===== src/rtl/mc_pkg.sv =====
// mc_pkg: shared definitions for the multi-cycle ARM main control FSM.
//   - state_t: 4-bit state encoding (FETCH = 0, FAULT = 4'hA), also driven
//     out on the debug State port.
//   - Op field encodings for Instr[27:26].
//   - Select constants for the ALUSrcA, ALUSrcB and ResultSrc muxes.
//   - is_access(): true for the states that hold a memory access open.
package mc_pkg;

  typedef enum logic [3:0] {
    FETCH    = 4'h0,
    DECODE   = 4'h1,
    MEMADR   = 4'h2,
    MEMREAD  = 4'h3,
    MEMWB    = 4'h4,
    MEMWRITE = 4'h5,
    EXECUTER = 4'h6,
    EXECUTEI = 4'h7,
    ALUWB    = 4'h8,
    BRANCH   = 4'h9,
    FAULT    = 4'hA
  } state_t;

  localparam logic [1:0] OP_DP  = 2'b00;
  localparam logic [1:0] OP_MEM = 2'b01;
  localparam logic [1:0] OP_BR  = 2'b10;

  localparam logic [1:0] SRCA_RN  = 2'b00;
  localparam logic [1:0] SRCA_PC  = 2'b01;
  localparam logic [1:0] SRCA_PCD = 2'b10;

  localparam logic [1:0] SRCB_RM   = 2'b00;
  localparam logic [1:0] SRCB_IMM  = 2'b01;
  localparam logic [1:0] SRCB_FOUR = 2'b10;

  localparam logic [1:0] RES_ALUOUT    = 2'b00;
  localparam logic [1:0] RES_DATA      = 2'b01;
  localparam logic [1:0] RES_ALURESULT = 2'b10;

  // States that wait on MemReady and are therefore timed by the wait counter.
  function automatic logic is_access(input state_t s);
    return (s == FETCH) || (s == MEMREAD) || (s == MEMWRITE);
  endfunction

endpackage


===== src/rtl/mc_wait_timer.sv =====
// mc_wait_timer: saturating wait-state counter for memory accesses.
//   clk      processor clock
//   reset    synchronous, active-low reset (clears the count)
//   clr      clear the count this edge (has priority over inc)
//   inc      count one more stall cycle
//   expired  count has reached WAIT_MAX; tied low when WAIT_MAX == 0
module mc_wait_timer #(
  parameter int WAIT_W   = 8,
  parameter int WAIT_MAX = 255
) (
  input  logic clk,
  input  logic reset,
  input  logic clr,
  input  logic inc,
  output logic expired
);

  localparam logic [WAIT_W-1:0] LIMIT = WAIT_MAX[WAIT_W-1:0];

  logic [WAIT_W-1:0] cnt;

  // NOTE: sequential state is written with non-blocking assignments only, so
  // every flop samples the values present before the edge.
  always_ff @(posedge clk) begin
    if (!reset) begin
      cnt <= '0;
    end else if (clr) begin
      cnt <= '0;
    end else if (inc && (cnt != '1)) begin
      cnt <= cnt + 1'b1;   // holds at all-ones instead of wrapping
    end
  end

  assign expired = (WAIT_MAX != 0) && (cnt == LIMIT);

endmodule


===== src/rtl/mc_mainfsm.sv =====
// mc_mainfsm: main control FSM of the multi-cycle ARM processor.
// Sequences fetch / decode / memory / execute / writeback with a MemReady
// handshake and a wait-state timeout that drops into a sticky FAULT state.
//   Inputs : clk, reset (sync, active low), Op, Funct, CondEx, MemReady
//   Strobes: MemReq, MemW, IRWrite, NextPC, RegW, Branch, ALUOp
//            (all forced low while reset is low)
//   Selects: AdrSrc, ALUSrcA, ALUSrcB, ResultSrc
//   Status : Fault (in FAULT), State (current state code)
module mc_mainfsm
  import mc_pkg::*;
#(
  parameter int WAIT_W   = 8,
  parameter int WAIT_MAX = 255
) (
  input  logic       clk,
  input  logic       reset,
  input  logic [1:0] Op,
  input  logic [5:0] Funct,
  input  logic       CondEx,
  input  logic       MemReady,
  output logic       MemReq,
  output logic       MemW,
  output logic       IRWrite,
  output logic       NextPC,
  output logic       RegW,
  output logic       Branch,
  output logic       ALUOp,
  output logic       AdrSrc,
  output logic [1:0] ALUSrcA,
  output logic [1:0] ALUSrcB,
  output logic [1:0] ResultSrc,
  output logic       Fault,
  output logic [3:0] State
);

  state_t state, state_nxt;
  logic   in_access, expired, timeout;
  logic   mem_req, mem_w, ir_write, next_pc, reg_w, branch, alu_op;

  always_ff @(posedge clk) begin
    if (!reset) state <= FETCH;
    else        state <= state_nxt;
  end

  // The counter sits at zero outside access states, so it is already clear
  // on entry; inside them any cycle with MemReady high clears it again.
  assign in_access = is_access(state);
  assign timeout   = in_access && !MemReady && expired;

  mc_wait_timer #(
    .WAIT_W  (WAIT_W),
    .WAIT_MAX(WAIT_MAX)
  ) u_wait_timer (
    .clk    (clk),
    .reset  (reset),
    .clr    (!in_access || MemReady),
    .inc    (in_access && !MemReady),
    .expired(expired)
  );

  always_comb begin
    // NOTE: every output of this block gets a default first, so no path
    // through the case can leave a signal unassigned and infer a latch.
    state_nxt = state;
    mem_req   = 1'b0;
    mem_w     = 1'b0;
    ir_write  = 1'b0;
    next_pc   = 1'b0;
    reg_w     = 1'b0;
    branch    = 1'b0;
    alu_op    = 1'b0;
    AdrSrc    = 1'b0;
    ALUSrcA   = SRCA_RN;
    ALUSrcB   = SRCB_RM;
    ResultSrc = RES_ALUOUT;
    Fault     = 1'b0;

    unique case (state)
      FETCH: begin
        mem_req   = 1'b1;
        ir_write  = MemReady;
        next_pc   = MemReady;
        ALUSrcA   = SRCA_PC;
        ALUSrcB   = SRCB_FOUR;
        ResultSrc = RES_ALURESULT;
        if (MemReady) state_nxt = DECODE;
      end
      DECODE: begin
        ALUSrcA   = SRCA_PCD;
        ALUSrcB   = SRCB_FOUR;
        ResultSrc = RES_ALURESULT;
        case (Op)
          OP_MEM:  state_nxt = MEMADR;
          OP_DP:   state_nxt = Funct[5] ? EXECUTEI : EXECUTER;
          OP_BR:   state_nxt = BRANCH;
          default: state_nxt = FAULT;   // undefined instruction class
        endcase
      end
      MEMADR: begin
        ALUSrcB = SRCB_IMM;
        if (!CondEx)       state_nxt = FETCH;
        else if (Funct[0]) state_nxt = MEMREAD;
        else               state_nxt = MEMWRITE;
      end
      MEMREAD: begin
        mem_req = 1'b1;
        AdrSrc  = 1'b1;
        if (MemReady) state_nxt = MEMWB;
      end
      MEMWB: begin
        ResultSrc = RES_DATA;
        reg_w     = CondEx;
        state_nxt = FETCH;
      end
      MEMWRITE: begin
        mem_req = 1'b1;
        mem_w   = 1'b1;
        AdrSrc  = 1'b1;
        if (MemReady) state_nxt = FETCH;
      end
      EXECUTER: begin
        ALUSrcB   = SRCB_RM;
        alu_op    = 1'b1;
        state_nxt = ALUWB;
      end
      EXECUTEI: begin
        ALUSrcB   = SRCB_IMM;
        alu_op    = 1'b1;
        state_nxt = ALUWB;
      end
      ALUWB: begin
        ResultSrc = RES_ALUOUT;
        reg_w     = CondEx;
        state_nxt = FETCH;
      end
      BRANCH: begin
        ALUSrcB   = SRCB_IMM;
        ResultSrc = RES_ALURESULT;
        branch    = CondEx;
        state_nxt = FETCH;
      end
      FAULT: begin
        Fault     = 1'b1;
        state_nxt = FAULT;
      end
      default: state_nxt = FAULT;       // unused encodings are treated as faults
    endcase

    if (timeout) state_nxt = FAULT;
  end

  // Strobes are gated by reset so nothing fires while the FSM is held.
  assign MemReq  = reset & mem_req;
  assign MemW    = reset & mem_w;
  assign IRWrite = reset & ir_write;
  assign NextPC  = reset & next_pc;
  assign RegW    = reset & reg_w;
  assign Branch  = reset & branch;
  assign ALUOp   = reset & alu_op;
  assign State   = state;

endmodule


===== config.mk =====
export PLATFORM = sky130hd
export DESIGN_NAME = mc_mainfsm
export DESIGN_NICKNAME = d
export VERILOG_FILES = /design/src/rtl/mc_pkg.sv /design/src/rtl/mc_wait_timer.sv /design/src/rtl/mc_mainfsm.sv
export SDC_FILE = /design/constraint.sdc
export NUM_CORES = 1
export LEC_CHECK = 0
export CAP_MARGIN = 10
export CORE_MARGIN = 2
export CORE_UTILIZATION = 26
export CTS_CLUSTER_SIZE = 14
export DETAILED_ROUTE_END_ITERATION = 16
export GPL_TIMING_DRIVEN = 0
export PLACE_DENSITY_LB_ADDON = 0.3
export SLEW_MARGIN = 20
export SYNTH_ARGS = -nofsm -noshare
export SYNTH_HDL_FRONTEND = slang
export SYNTH_SLANG_ARGS = --single-unit

===== constraint.sdc =====
create_clock -name clk -period 3.5 [get_ports clk]
set_input_delay 0.35 -clock clk [delete_from_list [all_inputs] [get_ports clk]]
set_output_delay 0.35 -clock clk [all_outputs]
set_load 0.01 [all_outputs]

==> results of run 1 <==
layout by cell type, fill, tap and decap left out, drive strengths merged, types with 2 or more instances in the layout:
master	instances
clkdlybuf4s50	26
dfxtp	12
nor2	11
nor3	9
clkbuf	9
a21oi	7
inv	6
nand2	6
o21ai	5
nand2b	4
o31ai	4
nand3	4
buf	4
a2111oi	3
and3	3
or4	3
a211oi	2
a2111o	2
o211ai	2
or3	2
o22ai	2
o311ai	2
o2111ai	2
xnor2	2
layout make-up:
type,instances,area share [%]
plain buffers,9,3.82
clock buffers,4,2.99
inverters,6,1.86
multi-input cells,87,45.5
flip-flops and latches,12,19.8
well taps,44,4.54
repair buffers,26,21.5
path summary, 6_finish.rpt:
check / from / slack (ns) / endpoint
setup / recovery: State[2] / 0.87 / NextPC
hold / removal: u_wait_timer.cnt[7] / 0.50 / u_wait_timer.cnt[7]
setup reg to reg: State[1] / 1.50 / u_wait_timer.cnt[1]
hold reg to reg: u_wait_timer.cnt[7] / 0.50 / u_wait_timer.cnt[7]
flip-flops by register name (all words and copies together) (netlist names):
name,cells
State,4
u_wait_timer.cnt,8
logic make-up (layout without fill, tap and decap cells):
| kind of cell | Yosys count | count (layout) | share of synthesized area, % |
|---|---|---|---|
| simple gates | 48 | 48 | 29.2 |
| compound gates | 36 | 36 | 30.5 |
| buf+inv | 15 | 45 | 7.99 |
| flops | 12 | 12 | 27.9 |
| xor+xnor | 2 | 2 | 2.91 |
| fa+ha+maj | 1 | 1 | 1.45 |
layer usage:
layer | wire [um] | track usage [%] | share of wire [%] | up-vias
li1 | - | - | - | 497
met1 | 1140 | 17.0 | 47 | 453
met2 | 1150 | 24.1 | 47 | 33
met3 | 147 | 3.99 | 6.0 | 2
met4 | 9 | 3.65 | 0.37 | 0
met5 | 0 | 0 | 0 | -
through the flow:
stage / util (%) / setup slack, ns / hold WS, ns / cell area (um^2)
after floorplan: - / 1.58 / 0.462 / 861
after global placement: 37.9 / 1.16 / 0.479 / 1180
after detailed placement: 37.9 / 1.18 / 0.494 / 1180
after CTS: 39.1 / 0.860 / 0.502 / 1210
after global routing: 39.1 / 0.696 / 0.523 / 1210
final: 39.1 / 0.868 / 0.504 / 1210
power breakdown:
part | total (mW) | internal (mW) | leakage (nW) | switching [mW]
Combinational | 0.560 | 0.264 | 0.275 | 0.296
Clock | 0.114 | 0.0633 | 0.0210 | 0.0508
Sequential | 0.183 | 0.162 | 0.0976 | 0.0213
Total | 0.857 | 0.489 | 0.393 | 0.368
worst register-to-register path, cell delays in order, from the launching register on:
cell	delay, ns
dfxtp_1	0.33
buf_6	0.14
o21ba_2	0.24
a2111oi_0	0.73
nand2_1	0.17
o221a_2	0.28
==> out/summary.txt, run 1 <==
Outcome: finished clean
# placed instances: 184
EDFF count, synth: 0
Final setup violation count: 0
Fraction of post-synthesis cell area in the top cell type by area: 27.9%
Remaining number of nets flagged by the antenna check after routing: 0
Multi-input gate area: 552 um^2
Count of buffers from port buffering: 26
Crit path buffers/inverters: 4
Clock-pin slew on the worst setup and hold paths: 0.08 ns
Maximum number of pins on one net before global-route repair: 11
Reg2reg path depth: 5
Post-synth top flop: dfxtp_1
Clk buf depth: 2
Number of rows created at floorplan: 20
HPWL after detailed placement: 1860 um
Drt first-iter violations: 40
Y dimension of the die: 61.5 um
Slowest cell on crit path: clkdlybuf4s50_1
Post-detailed-route via-to-cell ratio: 5.24
TNS Setup: 0 ns
Syn_area_per_cell: 7.55 um^2
Die Footprint: 3790 um^2
Setup repair after global routing missed its margin: no
Synth async-reset ratio: 0%
Post-route total power: 857 uW
Synth top area cells: dfxtp_1, nor3_1, nor2_1, a21oi_1, o31ai_1
Leak pwr: 0.393 nW
Type of the worst setup path: reg2out
Dominant delay contributor by cell family on the critical path: buffers and inverters
Clock Root Buffer: clkbuf_4
Wire length reported by the detailed router: 2440 um
Register Area: 240 um^2
Post_cts resized: 0
Number of storage elements in the synthesis netlist: 12
Number of buffers created by CTS: 3
Critical path arrival: 2.28 ns
Combined area of all synthesized cells: 861 um^2
Worst voltage drop across the vdd grid: 0.195 mV
Number of fill cells: 352
Share of layout cells above drive strength 1: 7.64%
Final critical-path share of the clock period: 75.2%
Most used standard cell by instance count after synthesis: dfxtp_1
Global-route wire length before repair: 3970 um
Average wire per standard cell: 13.0 um
Insertion delay of the later-clocked pin in the worst-skew pair: 0.28 ns
Cells on Worst Hold Path: 2
Die extent in x: 61.5 um
Worst path required time: 3.15 ns
HP Class: reg2reg
Max-cap violations: 0
Remaining max-slew budget at the tightest pin: 43.5%
Count of clock tree sinks: 12
Post-synthesis sequential area ratio: 27.9%
Max frequency: 0.380 GHz
GRT Total Usage: 13.9%
Final period demand of the worst path: 2.63 ns
Actual slew at the worst max-slew pin: 0.826 ns
Path length in cells of the critical path: 7
Number of distinct library cells after synthesis: 39
Final weighted congestion of routability-driven global placement: 0.860
Peak fanout along the critical path: 10
Library cell occupying the most area in the post-synthesis netlist: dfxtp_1
Category of the worst setup path capture point: output pin
Hold-fix buffers at CTS: 0
Initial antenna violation count: 0
Power density relative to cell area: 707 nW/um^2
Number of buffers inserted by post-CTS setup repair: 0
Skew final: 0.000656 ns
Vias: 985
Final net count: 158
Max Slew Vio Count: 0
Cells along the critical path: clkbuf_1, nor2_1, inv_1, nor3_1, and3_1, buf_4, clkdlybuf4s50_1
Top cells by count, synth: dfxtp_1, nor2_1, nor3_1
Layout-stage area growth over the synthesis result: 40.8%
Final instance count without filler cells: 188
I/O pin total: 31
Detailed-route DRC error count: 0
Vias in the first global route: 902
Crit-path max cell delay: 0.52 ns
Number of hold violations in the final report: 0
Antenna Cells: 0
Final global-route overflow total: 0
H-tree levels: 1
Clock tree from TritonCTS: yes
Number of warnings printed during yosys synthesis: 0
Number of search-and-repair iterations in the first detailed-routing pass: 4
Count of mapped cells out of synthesis: 114
Synth Net Count: 127
Area of the core: 3100 um^2
Initial standard-cell utilization of the core: 27.7%
Category of the worst setup path launch point: flop
Note: power is estimated with default switching activity, not from simulation.
==> run 2, diff against run 1 <==
==> constraint.sdc (replaced) <==
create_clock -name clk -period 2.5 [get_ports clk]
set_input_delay 0.25 -clock clk [delete_from_list [all_inputs] [get_ports clk]]
set_output_delay 0.25 -clock clk [all_outputs]
set_load 0.01 [all_outputs]
==> run 2 against run 1 <==
Against the previous run:
- count of clock-buffer cells in the layout unchanged
- worst setup slack lost 0.74 ns
- global-route usage is the same
- sequential power up 40%
- core utilization up 0.52 points
- combinational power rose by 43%
- flip-flop and latch count is the same
- first-iteration DRC count increased by 60%
- total power increased by 42%
- critical endpoint unchanged
- highest routed layer unchanged
==> out/summary.txt, run 2 (same netlist as run 1, synthesis figures left out) <==
Clock Root Buffer: clkbuf_4
Post-route total power: 1.22 mW
Worst path required time: 2.25 ns
Antenna Cells: 0
Net switching power figure: 523 uW
Initial standard-cell utilization of the core: 27.7%
Final Util: 39.6%
Skew final: 0.00191 ns
Most frequent standard cell in the layout excluding fill and tap cells: clkdlybuf4s50_1
Switching part of the total: 42.9%
Clock share of power: 13.1%
H-tree levels: 1
Layout-stage area growth over the synthesis result: 42.7%
Critical path arrival: 2.12 ns
Count of clock tree sinks: 12
Type of the worst setup path: reg2out
Global-route wire length before repair: 3970 um
# placed instances: 184
Final net count: 158
Number of search-and-repair iterations in the first detailed-routing pass: 4
Hold-fix buffers at CTS: 0
Power density relative to cell area: 992 nW/um^2
Setup crit start: State[2]
RR Startpoint: State[1]
Maximum number of pins on one net before global-route repair: 11
Worst min-delay path startpoint: u_wait_timer.cnt[7]
Leak pwr: 0.428 nW
Final setup violation count: 0
Max-cap violations: 0
Multi-input gate area: 561 um^2
Category of the worst setup path launch point: flop
Remaining number of nets flagged by the antenna check after routing: 0
Final instance count without filler cells: 188
Drt first-iter violations: 64
Area of the core: 3100 um^2
Max Slew Vio Count: 0
Category of the worst setup path capture point: output pin
Average wire per standard cell: 13.3 um
Register Area: 240 um^2
Register ranked first by flip-flop count: u_wait_timer.cnt
Top library cells by usage in the layout, fill and taps aside: clkdlybuf4s50_1, dfxtp_1, nor2_1
Post-Layout Inst Area: 1230 um^2
I/O pin total: 31
Post_cts resized: 3
Wire length reported by the detailed router: 2500 um
Peak fanout along the critical path: 10
Placed Instance Area: 1180 um^2
Proportion of power drawn by flip-flops and latches: 21.0%
Number of buffers created by CTS: 3
Final global-route overflow total: 0
Post-detailed-route via-to-cell ratio: 5.30
Final weighted congestion of routability-driven global placement: 0.860
Y dimension of the die: 61.5 um
Clk buf depth: 2
Max reg flops: 8
HPWL after detailed placement: 1860 um
Share of layout cells above drive strength 1: 11.1%
Initial antenna violation count: 0
Count of buffers from port buffering: 26
Number of buffers inserted by post-CTS setup repair: 0
Final critical-path share of the clock period: 94.9%
Vias in the first global route: 902
Detailed-route DRC error count: 0
Remaining max-slew budget at the tightest pin: 44.3%
Clock-pin slew on the worst setup and hold paths: 0.08 ns
HP Class: reg2reg
Number of fill cells: 355
Final period demand of the worst path: 2.37 ns
GRT Total Usage: 13.9%
Cell internal pwr: 697 uW
Die extent in x: 61.5 um
Outcome: finished clean
Max frequency: 0.421 GHz
Insertion delay of the later-clocked pin in the worst-skew pair: 0.28 ns
Actual slew at the worst max-slew pin: 0.815 ns
Vias: 996
Die Footprint: 3790 um^2
Combinational share of power: 65.9%
Setup repair after global routing missed its margin: yes
Clock tree from TritonCTS: yes
Number of hold violations in the final report: 0
Number of rows created at floorplan: 20
Worst voltage drop across the vdd grid: 0.273 mV
[run 2: worst max-delay path, stage by stage, from the launching register on]
cell             delay, ns
dfxtp_1               0.36
clkbuf_2              0.22
nor2_4                0.15
inv_1                 0.10
nor3_1                0.19
and3_1                0.20
buf_4                 0.10
clkdlybuf4s50_1       0.52
[run 2: power by group through the flow]
stage	combinational (mW)	clock (mW)	sequential [mW]
after floorplan	0.442	0	0.268
after global placement	0.771	0	0.260
after detailed placement	0.781	0	0.262
after CTS	0.791	0.164	0.258
after global routing	0.875	0.178	0.263
final	0.803	0.159	0.257
[run 2: cell type report]
cell class                      instances  area share (%)
Tap cell                               44            4.48
Buffer                                  9            4.18
Inverter                                6            1.83
Sequential cell                        12            19.6
Clock buffer                            4            2.95
Multi-Input combinational cell         87            45.6
Timing Repair Buffer                   26            21.4
[run 2: through the flow]
step                      setup slack, ns  setup TNS, ns  hold WS, ns
final                               0.127              0        0.505
after global routing              -0.0120        -0.0120        0.523
after CTS                          0.0315              0        0.502
after detailed placement            0.285              0        0.494
after global placement              0.294              0        0.479
after floorplan                     0.676              0        0.396
[run 2: final timing paths]
path | to | slack, ns | cells after the start
worst max-delay path | NextPC | 0.13 | 7
worst min register to register | u_wait_timer.cnt[7] | 0.51 | 2
worst max register to register | u_wait_timer.cnt[2] | 0.52 | 6
worst min-delay path | u_wait_timer.cnt[7] | 0.51 | 2
[run 2: routing by layer]
layer  track usage [%]  vias to the layer above  wire length, um
li1                  -                      498                -
met1              17.0                      457             1130
met2              24.1                       39             1190
met3              3.99                        2              164
met4              3.65                        0                9
met5                 0                        -                0
